<file path="src/rtl/lutram_pkg.sv">
// Shared constants and elaboration helpers for the RAMD64E-backed FIFO.
package lutram_pkg;

    localparam int RAMD64E_ABITS  = 6;
    localparam int RAMD64E_WABITS = 8;
    localparam int MAX_SPACES     = 4;
    localparam int SPACE_W        = $clog2(MAX_SPACES);

    // Number of 64-entry address spaces needed for a given depth.
    function automatic int nspace(input int depth_log2);
        return 1 << (depth_log2 - RAMD64E_ABITS);
    endfunction

    function automatic bit depth_legal(input int depth_log2);
        return (depth_log2 >= RAMD64E_ABITS) && (depth_log2 <= RAMD64E_WABITS);
    endfunction

endpackage

</file>
<file path="src/rtl/lutram_fifo_ctrl_if.sv">
// Stream and cell-bank signals of the LUTRAM FIFO; slave is the controller's view.
interface lutram_fifo_ctrl_if
    import lutram_pkg::*;
#(
    parameter int WIDTH      = 8,
    parameter int DEPTH_LOG2 = 6
);
    localparam int NSPACE = nspace(DEPTH_LOG2);

    logic [WIDTH-1:0]          IN_DATA;
    logic                      IN_VALID;
    logic                      IN_READY;
    logic [WIDTH-1:0]          OUT_DATA;
    logic                      OUT_VALID;
    logic                      OUT_READY;
    logic [DEPTH_LOG2+1:0]     LEVEL;
    logic [RAMD64E_WABITS-1:0] RAM_WADR;
    logic                      RAM_WE;
    logic [WIDTH-1:0]          RAM_I;
    logic [RAMD64E_ABITS-1:0]  RAM_RADR;
    logic [NSPACE*WIDTH-1:0]   RAM_O;

    modport slave (
        input  IN_DATA, IN_VALID, OUT_READY, RAM_O,
        output IN_READY, OUT_DATA, OUT_VALID, LEVEL, RAM_WADR, RAM_WE, RAM_I, RAM_RADR
    );

    modport master (
        output IN_DATA, IN_VALID, OUT_READY, RAM_O,
        input  IN_READY, OUT_DATA, OUT_VALID, LEVEL, RAM_WADR, RAM_WE, RAM_I, RAM_RADR
    );

endinterface

</file>
<file path="src/rtl/lutram_fifo_ptr.sv">
// Wrapping FIFO pointer split into a 64-entry cell address and an address-space select.
module lutram_fifo_ptr
    import lutram_pkg::*;
#(
    parameter int DEPTH_LOG2 = 6
) (
    input  logic                     clk,
    input  logic                     srst,
    input  logic                     inc,
    output logic [RAMD64E_ABITS-1:0] entry,
    output logic [SPACE_W-1:0]       space
);

    logic [DEPTH_LOG2-1:0] ptr_reg;
    logic [DEPTH_LOG2-1:0] ptr_next;

    always_comb begin
        ptr_next = ptr_reg;
        if (inc) begin
            ptr_next = ptr_reg + 1'b1;
        end
    end

    always_ff @(posedge clk) begin
        if (srst) begin
            ptr_reg <= '0;
        end else begin
            ptr_reg <= ptr_next;
        end
    end

    assign entry = ptr_reg[RAMD64E_ABITS-1:0];

    // Bits above the 64-entry cell address pick the address space.
    if (DEPTH_LOG2 > RAMD64E_ABITS) begin : g_space
        assign space = SPACE_W'(ptr_reg[DEPTH_LOG2-1:RAMD64E_ABITS]);
    end else begin : g_no_space
        assign space = '0;
    end

endmodule

</file>
<file path="src/rtl/lutram_fifo_ctrl.sv">
// FIFO controller for a RAMD64E bank: write-side fan-out, read mux and registered output stage.
module lutram_fifo_ctrl
    import lutram_pkg::*;
#(
    parameter int WIDTH      = 8,
    parameter int DEPTH_LOG2 = 6
) (
    input  logic                CLK,
    input  logic                RST,
    lutram_fifo_ctrl_if.slave   bus
);

    localparam int DEPTH  = 1 << DEPTH_LOG2;
    localparam int NSPACE = nspace(DEPTH_LOG2);

    if (!depth_legal(DEPTH_LOG2)) begin : g_bad_depth
        $fatal(1, "lutram_fifo_ctrl: DEPTH_LOG2 must be 6, 7 or 8");
    end

    logic [DEPTH_LOG2:0]      ram_count_reg;
    logic [DEPTH_LOG2:0]      ram_count_next;
    logic [WIDTH-1:0]         out_data_reg;
    logic                     out_valid_reg;
    logic                     in_ready;
    logic                     wr_en;
    logic                     ld_en;
    logic [RAMD64E_ABITS-1:0] wr_entry;
    logic [RAMD64E_ABITS-1:0] rd_entry;
    logic [SPACE_W-1:0]       wr_space;
    logic [SPACE_W-1:0]       rd_space;
    logic [WIDTH-1:0]         space_data [MAX_SPACES];
    logic [WIDTH-1:0]         head;

    // Ready depends only on registered count so a same-cycle load never raises it.
    assign in_ready = !RST && (ram_count_reg != (DEPTH_LOG2+1)'(DEPTH));
    assign wr_en    = bus.IN_VALID && in_ready;
    assign ld_en    = (ram_count_reg != '0) && (!out_valid_reg || bus.OUT_READY);

    lutram_fifo_ptr #(.DEPTH_LOG2(DEPTH_LOG2)) u_wr_ptr (
        .clk   (CLK),
        .srst  (RST),
        .inc   (wr_en),
        .entry (wr_entry),
        .space (wr_space)
    );

    lutram_fifo_ptr #(.DEPTH_LOG2(DEPTH_LOG2)) u_rd_ptr (
        .clk   (CLK),
        .srst  (RST),
        .inc   (ld_en),
        .entry (rd_entry),
        .space (rd_space)
    );

    for (genvar gi = 0; gi < MAX_SPACES; gi++) begin : g_space_data
        if (gi < NSPACE) begin : g_used
            assign space_data[gi] = bus.RAM_O[gi*WIDTH +: WIDTH];
        end else begin : g_unused
            assign space_data[gi] = '0;
        end
    end

    assign head = space_data[rd_space];

    always_comb begin
        ram_count_next = ram_count_reg;
        if (wr_en && !ld_en) begin
            ram_count_next = ram_count_reg + 1'b1;
        end else if (ld_en && !wr_en) begin
            ram_count_next = ram_count_reg - 1'b1;
        end
    end

    always_ff @(posedge CLK) begin
        if (RST) begin
            ram_count_reg <= '0;
            out_valid_reg <= 1'b0;
            out_data_reg  <= '0;
        end else begin
            ram_count_reg <= ram_count_next;
            if (ld_en) begin
                out_data_reg  <= head;
                out_valid_reg <= 1'b1;
            end else if (out_valid_reg && bus.OUT_READY) begin
                out_valid_reg <= 1'b0;
            end
        end
    end

    assign bus.IN_READY  = in_ready;
    assign bus.RAM_WE    = wr_en;
    assign bus.RAM_I     = bus.IN_DATA;
    assign bus.RAM_WADR  = {wr_space, wr_entry};
    assign bus.RAM_RADR  = rd_entry;
    assign bus.OUT_DATA  = out_data_reg;
    assign bus.OUT_VALID = out_valid_reg;
    assign bus.LEVEL     = (DEPTH_LOG2+2)'(ram_count_reg) + (DEPTH_LOG2+2)'(out_valid_reg);

endmodule

</file>
<file path="src/flat_wrapper.sv">
// flat-port wrapper written by rule: the top's interface ports become plain ports
module lutram_fifo_ctrl_flat import lutram_pkg::*;
#(
    parameter int WIDTH      = 8,
    parameter int DEPTH_LOG2 = 6
)
  (CLK, RST, bus_IN_DATA, bus_IN_VALID, bus_OUT_READY, bus_RAM_O, bus_IN_READY, bus_OUT_DATA, bus_OUT_VALID, bus_LEVEL, bus_RAM_WADR, bus_RAM_WE, bus_RAM_I, bus_RAM_RADR);
  lutram_fifo_ctrl_if #(.WIDTH(WIDTH), .DEPTH_LOG2(DEPTH_LOG2)) bus_i ();
  input  logic CLK;
  input  logic RST;
  input wire logic [$bits(bus_i.IN_DATA)-1:0] bus_IN_DATA;
  input wire logic [$bits(bus_i.IN_VALID)-1:0] bus_IN_VALID;
  input wire logic [$bits(bus_i.OUT_READY)-1:0] bus_OUT_READY;
  input wire logic [$bits(bus_i.RAM_O)-1:0] bus_RAM_O;
  output wire logic [$bits(bus_i.IN_READY)-1:0] bus_IN_READY;
  output wire logic [$bits(bus_i.OUT_DATA)-1:0] bus_OUT_DATA;
  output wire logic [$bits(bus_i.OUT_VALID)-1:0] bus_OUT_VALID;
  output wire logic [$bits(bus_i.LEVEL)-1:0] bus_LEVEL;
  output wire logic [$bits(bus_i.RAM_WADR)-1:0] bus_RAM_WADR;
  output wire logic [$bits(bus_i.RAM_WE)-1:0] bus_RAM_WE;
  output wire logic [$bits(bus_i.RAM_I)-1:0] bus_RAM_I;
  output wire logic [$bits(bus_i.RAM_RADR)-1:0] bus_RAM_RADR;
  assign bus_i.IN_DATA = bus_IN_DATA;
  assign bus_i.IN_VALID = bus_IN_VALID;
  assign bus_i.OUT_READY = bus_OUT_READY;
  assign bus_i.RAM_O = bus_RAM_O;
  assign bus_IN_READY = bus_i.IN_READY;
  assign bus_OUT_DATA = bus_i.OUT_DATA;
  assign bus_OUT_VALID = bus_i.OUT_VALID;
  assign bus_LEVEL = bus_i.LEVEL;
  assign bus_RAM_WADR = bus_i.RAM_WADR;
  assign bus_RAM_WE = bus_i.RAM_WE;
  assign bus_RAM_I = bus_i.RAM_I;
  assign bus_RAM_RADR = bus_i.RAM_RADR;
  lutram_fifo_ctrl #(.WIDTH(WIDTH), .DEPTH_LOG2(DEPTH_LOG2)) u_core (.CLK(CLK), .RST(RST), .bus(bus_i));
endmodule
</file>
<file path="config.mk">
export PLATFORM = sky130hd
export DESIGN_NAME = lutram_fifo_ctrl_flat
export DESIGN_NICKNAME = d
export VERILOG_FILES = /design/src/rtl/lutram_pkg.sv /design/src/rtl/lutram_fifo_ctrl_if.sv /design/src/rtl/lutram_fifo_ptr.sv /design/src/rtl/lutram_fifo_ctrl.sv /design/src/flat_wrapper.sv
export SDC_FILE = /design/constraint.sdc
export NUM_CORES = 1
export LEC_CHECK = 0
export CORE_MARGIN = 4
export CORE_UTILIZATION = 44
export CTS_CLUSTER_SIZE = 24
export DETAILED_ROUTE_END_ITERATION = 8
export PLACE_DENSITY = 0.78
export RECOVER_POWER = 100
export SETUP_SLACK_MARGIN = 0.2
export SLEW_MARGIN = 20
export SYNTH_ARGS = -nofsm -noshare
export SYNTH_HDL_FRONTEND = slang
export SYNTH_SLANG_ARGS = --single-unit
export TNS_END_PERCENT = 10
</file>
<file path="constraint.sdc">
create_clock -name CLK -period 3.6 [get_ports CLK]
set_input_delay 0.72 -clock CLK [delete_from_list [all_inputs] [get_ports CLK]]
set_output_delay 0.72 -clock CLK [all_outputs]
set_load 0.01 [all_outputs]
</file>
==> metrics.md <==
| Metric | Value |
|---|---|
| Status | `completed` |
| Ys Warns | `0` |
| Net Switching | `0.5578 mW` |
| FF+latch area | `560.5 um2` |
| Layout cell share with drive strength beyond 1 | `6.422%` |
| Kind of end point of the critical path | `primary output` |
| CP required | `between 2 and 3 ns` |
| Root Driver | `clkbuf_8` |
| Largest net degree at the start of global routing | `32` |
| Yosys top cell by area | `dfxtp_1` |
| Ratio of final minimum period to clock period | `between 90 and 100%` |
| First-pass GRT wire length | `5278 um` |
| Ys flop type | `dfxtp_1` |
| Max-Cap Viols | `0` |
| Post-synthesis mux area share | `7.444%` |
| Worst slew pin tran | `1.029 ns` |
| Static Leak | `0.9246 nW` |
| Yosys top cell area share | `34.38%` |
| Post-Syn Instances | `181` |
| Area of the multi-input gates | `922.1 um2` |
| Combinational share of power | `54.5%` |
| Initial Utilization | `between 40% and 50%` |
| Routed len/inst | `12.66 um` |
| Setup-failing EPs final | `0` |
| Vias | `approximately 1.4k` |
| Crit path arrival time | `2.55 ns` |
| Min Hold Slack | `0.4677 ns` |
| Vias in the first global route | `1178` |
| Routed Wire Length | `3341 um` |
| Gr ovfl total | `0` |
| Flop pwr share | `32.5%` |
| Min Tclk post-route | `between 3 and 4 ns` |
| Unrepaired setup endpoints after global routing | `no` |
| # diodes | `0` |
| CORE AREA | `3468 um2` |
| Setup WS pre-CTS | `around 0.11 ns` |
| Max Slew Vio Count | `0` |
| Most numerous cell in the Yosys netlist | `dfxtp_1` |
| Cell variety after synth | `47` |
| Final net count | `between 200 and 300` |
| FFs w/ async S/R, synth | `0%` |
| Tot GR Track Use | `14.51%` |
| Flop2flop setup slack | `0.49 ns` |
| HPWL Detailed | `roughly 2500 um` |
| EDFF count, synth | `0` |
| Synthesized area | `1630 um2` |
| Reg clk slew, reported paths | `~0.09 ns` |
| Die area | `4743 um2` |
| Final hold vios | `0` |
| Largest family of logic cells by synthesized area | `simple AND/OR/NAND/NOR gates` |
| Std cell rows | `21` |
| Clk buf depth | `2` |
| Crit path max fanout | `4` |
| Setup Buffers After CTS | `0` |
| Placer Congestion | `0.7876` |
| Clock power frac | `a little over an eighth` |
| Peak VDD IR | `0.3718 mV` |
| Setup ws final | `0.3273 ns` |
| Crit Path Category | `in2out` |
| Starting DRT DRC Count | `72` |
| Number of vias per cell | `approximately 5.2` |
| Synth-to-layout area growth | `28.01%` |
| Port Buffers | `42` |
| Routed Antenna Nets | `0` |
| Die Span Y | `roughly 70 um` |
| Sw frac | `38.86%` |
| Pwr dens | `687.8 nW/um2` |
| Register area share after synthesis | `34.38%` |
| Complex-gate fraction of the synthesized area | `13.74%` |
| #FFs+latches synth | `28` |
| Post-layout util | `60.17%` |
| Internal power | `0.8776 mW` |
| Skew-Pair Late Insertion Delay | `0.26 ns` |
| Initial antenna violation count | `0` |
| Hold WC Path Type | `reg2reg` |
| CTS tree | `built` |
| Setup tns final | `0 ns` |
| Synthesized area per cell | `9.007 um2` |
| Total CTS buffers | `3` |
| Die Width | `68.87 um` |
| IO Count | `61` |
| Sink Count | `28` |
| Simple-Gate Fraction of Synth Area | `19.80%` |
| CP startpoint kind | `input port` |
| Fmax | `0.3056 GHz` |
| DRC Markers | `0` |
| Post-Synth Adder-Cell Area | `8.903%` |
| Clock Skew | `0.001318 ns` |
| H-Tree Depth | `1` |
| Fill cell count | `between 300 and 400` |
| First-pass DRT Iterations | `6` |
| Slew margin rel. | `31.40%` |
| Largest register FFs | `8` |
| Commonest cells in the netlist | `dfxtp_1 (28), nor2_1 (20), mux2i_1 (11)` |
| XOR/XNOR Fraction of Synth Area | `a little under 6%` |
| Synth area leaders | `dfxtp_1 (34%), ha_1 (7.7%), mux2i_1 (6.8%)` |
power groups by stage:
stage	clock network, mW	registers, mW	logic, mW
detailed placement	0	0.475	0.824
global placement	0	0.474	0.808
floorplan	0	0.472	0.570
finish	0.187	0.466	0.782
global route	0.206	0.479	0.876
CTS	0.196	0.467	0.828
critical path: stages:
cell,delay (ns)
dlygate4sd3_1,0.55
a311o_1,0.37
inv_1,0.09
clkbuf_1,0.18
dlygate4sd3_1,0.64
placed cells by master, fill, tap and decap left out, types with 6 or more instances in the layout:
master / instances
xnor2_1: 7
clkdlybuf4s50_1: 8
nor2_1: 20
ha_1: 10
inv_1: 8
nand3_1: 6
dfxtp_1: 28
dlygate4sd3_1: 34
nand2_1: 7
a21oi_1: 10
mux2i_1: 11
cell type report:
class	count	area share [%]
tap	46	2.758
clock buffer	4	2.638
timing repair buffer	49	22.12
sequential	28	26.86
multi-input combinational	129	44.18
inverter	8	1.439
worst paths after layout:
kind                               to                     start  cells past startpoint
max                        bus_RAM_WE                       RST                      5
min          u_core.u_wr_ptr.entry[5]  u_core.u_wr_ptr.entry[5]                      1
max reg2reg   u_core.ram_count_reg[6]   u_core.ram_count_reg[3]                     10
min reg2reg  u_core.u_wr_ptr.entry[5]  u_core.u_wr_ptr.entry[5]                      1
layer usage:
metal / share of wire (%) / global-route usage (%) / up-vias / wire length, um
li1: - / - / 707 / -
met1: 47 / 19.54 / 638 / 1581
met2: 46 / 23.93 / 34 / 1549
met5: 0 / 0 / - / 0
met4: 0.33 / 2.190 / 0 / 11
met3: 6.0 / 3.566 / 2 / 199
logic make-up after synthesis:
family                   Yosys count
XOR/XNOR                          11
flip-flops                        28
multiplexers                      12
buffers and inverters             25
AO/OA/AOI/OAI                     32
other                              1
AND/OR/NAND/NOR                   61
adder cells (fa/ha/maj)           11
metrics by stage:
stage / power, mW / std cells / area, um2
floorplan: 1.042 / 182 / 1634
global placement: 1.282 / 260 / 2038
detailed placement: 1.299 / 260 / 2038
CTS: 1.492 / 264 / 2093
global route: 1.561 / 264 / 2087
finish: 1.435 / 264 / 2087
timing repair:
action                                  in CTS  in global routing
hold buffers                                 0                  0
resized for setup                            0                  1
endpoints found under the setup margin       0                  1
(Power assumes the default switching activity.)
